`src/rtl/spi_slave_rx.sv`:
```
// spi_slave_rx: SPI mode-0 slave receiver, fully oversampled in the clk domain.
//   Pins sclk/mosi/ss pass through equal-depth synchronizers, sclk/ss edges are
//   detected on the synced copies, and DATA_WIDTH-bit words are rebuilt and
//   handed out on a valid/ready port backed by a single holding register.
// Ports:
//   clk, rst          system clock, async active-high reset
//   sclk, mosi, ss    SPI pins from the master (async to clk, ss active-low)
//   rx_data/rx_valid  received word and its valid flag (held until accepted)
//   rx_ready          consumer accept
//   overrun           1-cycle pulse: word completed while holding reg full
//   frame_err         1-cycle pulse: ss deasserted mid-word
module spi_slave_rx #(
  parameter int DATA_WIDTH  = 12,
  parameter bit LSB_FIRST   = 1'b1,
  parameter int SYNC_STAGES = 2
) (
  input  logic                  clk,
  input  logic                  rst,
  input  logic                  sclk,
  input  logic                  mosi,
  input  logic                  ss,
  output logic [DATA_WIDTH-1:0] rx_data,
  output logic                  rx_valid,
  input  logic                  rx_ready,
  output logic                  overrun,
  output logic                  frame_err
);
  localparam int CW = $clog2(DATA_WIDTH + 1);
  localparam logic [CW-1:0] LAST_IDX = CW'(DATA_WIDTH - 1);

  typedef enum logic {S_IDLE, S_SHIFT} state_t;

  logic [SYNC_STAGES-1:0] r_sclk_sync, r_mosi_sync, r_ss_sync;
  logic                   r_sclk_d, r_ss_d;
  state_t                 r_state, w_state_nx;
  logic [CW-1:0]          r_bit_cnt, w_cnt_nx;
  logic [DATA_WIDTH-1:0]  r_shift, w_shift_nx;
  logic [DATA_WIDTH-1:0]  r_rx_data;
  logic                   r_rx_valid, r_overrun, r_frame_err;
  logic                   w_sclk_s, w_mosi_s, w_ss_s;
  logic                   w_sclk_rise, w_ss_fall, w_ss_rise;
  logic                   w_done, w_ferr;

  // Synchronizers plus one edge-detect register. All three pins see the same
  // depth so the synced mosi is the value present at the synced sclk edge.
  always_ff @(posedge clk or posedge rst) begin
    if (rst) begin
      r_sclk_sync <= '0;
      r_mosi_sync <= '0;
      r_ss_sync   <= '1;
      r_sclk_d    <= 1'b0;
      r_ss_d      <= 1'b1;
    end else begin
      r_sclk_sync <= {r_sclk_sync[SYNC_STAGES-2:0], sclk};
      r_mosi_sync <= {r_mosi_sync[SYNC_STAGES-2:0], mosi};
      r_ss_sync   <= {r_ss_sync[SYNC_STAGES-2:0], ss};
      r_sclk_d    <= w_sclk_s;
      r_ss_d      <= w_ss_s;
    end
  end

  assign w_sclk_s    = r_sclk_sync[SYNC_STAGES-1];
  assign w_mosi_s    = r_mosi_sync[SYNC_STAGES-1];
  assign w_ss_s      = r_ss_sync[SYNC_STAGES-1];
  assign w_sclk_rise = w_sclk_s & ~r_sclk_d;
  assign w_ss_fall   = ~w_ss_s & r_ss_d;
  assign w_ss_rise   = w_ss_s & ~r_ss_d;

  always_ff @(posedge clk or posedge rst) begin
    if (rst) r_state <= S_IDLE;
    else     r_state <= w_state_nx;
  end

  // The sclk edge is applied before the ss edge, so a final bit arriving on the
  // same cycle as ss_rise completes its word and leaves the count at zero.
  always_comb begin
    w_state_nx = r_state;
    w_cnt_nx   = r_bit_cnt;
    w_shift_nx = r_shift;
    w_done     = 1'b0;
    w_ferr     = 1'b0;
    case (r_state)
      S_IDLE: begin
        if (w_ss_fall) begin
          w_state_nx = S_SHIFT;
          w_cnt_nx   = '0;
          w_shift_nx = '0;
        end
      end
      S_SHIFT: begin
        if (w_sclk_rise) begin
          // LSB-first shifts in at the top so the first bit ends at bit 0.
          w_shift_nx = LSB_FIRST ? {w_mosi_s, r_shift[DATA_WIDTH-1:1]}
                                 : {r_shift[DATA_WIDTH-2:0], w_mosi_s};
          if (r_bit_cnt == LAST_IDX) begin
            w_done   = 1'b1;
            w_cnt_nx = '0;
          end else begin
            w_cnt_nx = r_bit_cnt + CW'(1);
          end
        end
        if (w_ss_rise) begin
          w_state_nx = S_IDLE;
          w_ferr     = (w_cnt_nx != '0);
          w_cnt_nx   = '0;
        end
      end
      default: w_state_nx = S_IDLE;
    endcase
  end

  always_ff @(posedge clk or posedge rst) begin
    if (rst) begin
      r_bit_cnt   <= '0;
      r_shift     <= '0;
      r_rx_data   <= '0;
      r_rx_valid  <= 1'b0;
      r_overrun   <= 1'b0;
      r_frame_err <= 1'b0;
    end else begin
      r_bit_cnt   <= w_cnt_nx;
      r_shift     <= w_shift_nx;
      r_frame_err <= w_ferr;
      r_overrun   <= w_done & r_rx_valid & ~rx_ready;
      // Holding register: a new word loads if the slot is empty or is being
      // drained on this very edge; otherwise it is dropped (overrun above).
      if (w_done && (!r_rx_valid || rx_ready)) begin
        r_rx_data  <= w_shift_nx;
        r_rx_valid <= 1'b1;
      end else if (r_rx_valid && rx_ready) begin
        r_rx_valid <= 1'b0;
      end
    end
  end

  assign rx_data   = r_rx_data;
  assign rx_valid  = r_rx_valid;
  assign overrun   = r_overrun;
  assign frame_err = r_frame_err;
endmodule
```
`config.mk`:
```
export PLATFORM = sky130hd
export DESIGN_NAME = spi_slave_rx
export DESIGN_NICKNAME = d
export VERILOG_FILES = /design/src/rtl/spi_slave_rx.sv
export SDC_FILE = /design/constraint.sdc
export NUM_CORES = 1
export LEC_CHECK = 0
export BUFFER_PORTS_ARGS = -buffer_cell sky130_fd_sc_hd__buf_4
export CAP_MARGIN = 40
export CORE_MARGIN = 10
export CORE_UTILIZATION = 55
export DETAILED_ROUTE_END_ITERATION = 10
export GPL_ROUTABILITY_DRIVEN = 0
export HOLD_SLACK_MARGIN = 0.12
export PLACE_DENSITY = 0.76
export SLEW_MARGIN = 0
export SYNTH_ARGS = -nofsm -noshare
export SYNTH_HDL_FRONTEND = slang
export SYNTH_SLANG_ARGS = --single-unit
```
`constraint.sdc`:
```
create_clock -name clk -period 1.9 [get_ports clk]
set_input_delay 0.095 -clock clk [delete_from_list [all_inputs] [get_ports clk]]
set_output_delay 0.095 -clock clk [all_outputs]
set_load 0.005 [all_outputs]
```
==> impl_metrics.tcl <==
set metrics [dict create \
    numCtsBuffers 5 \
    slew_headroom 0.671 \
    crit_path_max_incr_delay_ns 0.43 \
    synth_seq_cells 40 \
    synth_nets 120 \
    worstSetupStartpointType "flop" \
    dr.first_iter.drc_count 95 \
    dr_total_vias 1001 \
    rsz0062_at_grt "false" \
    crit_path_max_fanout 12 \
    cp.depth 4 \
    setup_viol 0 \
    htree_levels 2 \
    drv_slew 0 \
    antenna_found_initial 0 \
    crit_slowest_cell "dfrtp_1" \
    grt_max_degree 41 \
    cts_buffer_depth 2 \
    ant_nets 0 \
    vdd_ir_drop_max_mv 0.726 \
    fin_worst_skew_ns 0.0134 \
    ys_warn_count 0 \
    ctsHoldBuffers 5 \
    antenna_cells 0 \
    start_util 0.584 \
    synthToLayoutAreaGrowth_pct 16.3 \
    drt_first_pass_iters 4 \
    tightest_slew_ns 0.493 \
    syn_area_sq_mm 0.00162 \
    cap_viol_max_count 0 \
    setup_slack_ns 0.171 \
    drc 0 \
    yosysTopAreaCellShare 0.570 \
    core_region_area_sq_mm 0.00278 \
    hold_viol_final 0 \
    drive_gt1_frac 0.326 \
    yosys.area.top_type "dfrtp_1" \
    nets 150 \
    arrival_ns 1.96 \
    avgSynthCellArea_sq_um 14.4 \
    period_share 0.910 \
    cp_data_required_time_ns 2.13 \
    cts.sinks 40 \
    postCtsSetupRepairBufs 0 \
    fmax_ghz 0.578 \
    cts_tree "yes" \
    fin_setup_tns_ns 0 \
    cts.repair.resized 0 \
    hp-class "flop to flop" \
    synthFlopType "dfrtp_1" \
    row_count 19 \
    fin_crit_ns 1.73 \
    status "finished, final reports clean" \
    ys_seq_area_frac 0.619 \
    crit_family "simple AND/OR/NAND/NOR gates" \
    reg2reg_depth 4 \
    powerDensity_mw_per_mm2 780 \
    fin_util 0.679 \
    path_cells "ha_1 -> and3b_1 -> and3_4 -> mux2_4" \
    track_usage 0.109 \
    cp-end-kind "flop" \
    ios 21 \
    syn_inst 113 \
    root_buffer "clkbuf_4" \
    hold_path_depth 0 \
    grt_pass1_wl_microns 4690 \
    async_flop_share 1.00 \
    viasPerCell 5.72 \
    die_h_microns 74.3 \
    yosysUniqueCellTypes 30 \
    post_drt_wl_per_cell_microns 16.6 \
    place_worst_setup_slack_ns 0.204 \
    wirelength_microns 2910 \
    grt-ovfl-total 0 \
    die_area_sq_mm 0.00553 \
    path_clk_slew_ns 0.11 \
    reg2reg_slack_ns 0.17 \
    first_global_vias 970 \
    synth-edff-count 0 \
    leakage_uw 0.000922 \
    dp_hpwl_microns 1980 \
    critPathBufInv 0 \
    nFillCells 180 \
    synthTopCellsByArea "dfrtp_1, mux2_4, a22o_1" \
    port_buffers 20 \
    clock_latency_ns 0.34 \
    critPathKind "flop to flop" \
    dieWidth_microns 74.3 \
]
-- cell usage after synthesis (2+ instances only) --
library cell / instances
mux2_4: 12
nor2_1: 2
o21ai_0: 3
o2111ai_1: 2
nand2b_1: 4
inv_1: 3
a22o_1: 12
a21oi_1: 2
dfrtp_1: 37
and3b_1: 2
dfstp_2: 3
buf_6: 4
nand3b_1: 2
nand2_1: 7
o22ai_1: 3
-- cells by family after synthesis --
family,count (synthesis),share of synthesized area
AOI/OAI and AO/OA,26,0.120
adders and majority gates,1,0.00770
muxes,12,0.111
and+or+nand+nor,26,0.105
DFF,40,0.619
buffers and inverters,8,0.0377
-- placed cells by master, fill, tap and decap left out --
cell type / Yosys / final
nand2b_1: 4 / 4
ha_1: 1 / 1
nor2_2: 1 / 1
nand2_1: 7 / 7
clkbuf_1: 0 / 2
o2111ai_1: 2 / 2
and3_4: 1 / 1
and3b_1: 2 / 2
mux2_4: 12 / 12
nand3b_1: 2 / 2
a211oi_1: 1 / 1
a21oi_1: 2 / 2
a31oi_1: 1 / 1
inv_1: 3 / 3
or3b_1: 1 / 1
nor3b_4: 1 / 1
a21boi_1: 1 / 1
a22o_1: 12 / 12
clkbuf_4: 0 / 5
nor4_1: 1 / 1
clkinv_4: 0 / 1
nor2_1: 2 / 2
and2b_1: 1 / 1
buf_4: 0 / 23
and3_1: 1 / 1
dfrtp_1: 37 / 37
dfstp_2: 3 / 3
nand4b_1: 1 / 1
o22ai_1: 3 / 3
dlygate4sd3_1: 0 / 5
o31ai_1: 1 / 1
nor3_1: 1 / 1
o21ai_0: 3 / 3
-- worst reg2reg max path, stage by stage, from the launching register on --
cell,delay (ns)
dfrtp_1,0.43
ha_1,0.27
and3b_1,0.24
and3_4,0.35
mux2_4,0.34
-- layer usage --
| layer | GRT usage | vias to the layer above | share of wire |
|---|---|---|---|
| met3 | 0.0492 | 2 | 0.056 |
| met2 | 0.159 | 25 | 0.46 |
| met5 | 0 | - | 0 |
| met4 | 0.0366 | 0 | 0.0041 |
| met1 | 0.142 | 500 | 0.48 |
| li1 | - | 474 | - |
-- final timing paths --
path                         startpoint            to
setup / recovery           r_bit_cnt[0]    rx_data[5]
hold / removal             r_ss_sync[0]  r_ss_sync[1]
setup reg to reg           r_bit_cnt[0]    rx_data[5]
hold reg to reg            r_ss_sync[0]  r_ss_sync[1]
max in group asynchronous           rst  r_ss_sync[0]
min in group asynchronous           rst    r_shift[9]
-- registers in the layout (all words and copies together), names as in the netlist --
signal / flops
r_sclk_d: 1
frame_err: 1
r_shift: 12
rx_valid: 1
r_ss_sync: 2
r_ss_d: 1
r_state: 1
rx_data: 12
overrun: 1
r_mosi_sync: 2
r_sclk_sync: 2
r_bit_cnt: 4
-- where the power goes --
part | switching (uW) | internal, uW | total [uW]
Sequential | 30.9 | 890 | 921
Combinational | 75.1 | 62.0 | 137
Clock | 266 | 149 | 415
Total | 372 | 1100 | 1470
-- layout make-up --
class | count | area (sq um) | share of cell area
flip-flops and latches | 40 | 1000 | 0.532
clock inverters | 1 | 8.76 | 0.00464
repair buffers | 28 | 223 | 0.118
multi-input cells | 65 | 558 | 0.295
inverters | 3 | 11.3 | 0.00596
clock buffers | 7 | 45.0 | 0.0238
well taps | 31 | 38.8 | 0.0205
-- per-stage QoR --
step                      total power, uW  hold WS [ns]  std cells  area [sq um]
final                                1470         0.366        175          1890
after global routing                 1540         0.372        175          1890
after CTS                            1480         0.369        175          1890
after detailed placement             1070         0.205        162          1790
after global placement               1060         0.203        162          1790
after floorplan                      1030        0.0995        113          1620
Note: power is estimated with default switching activity, not from simulation.
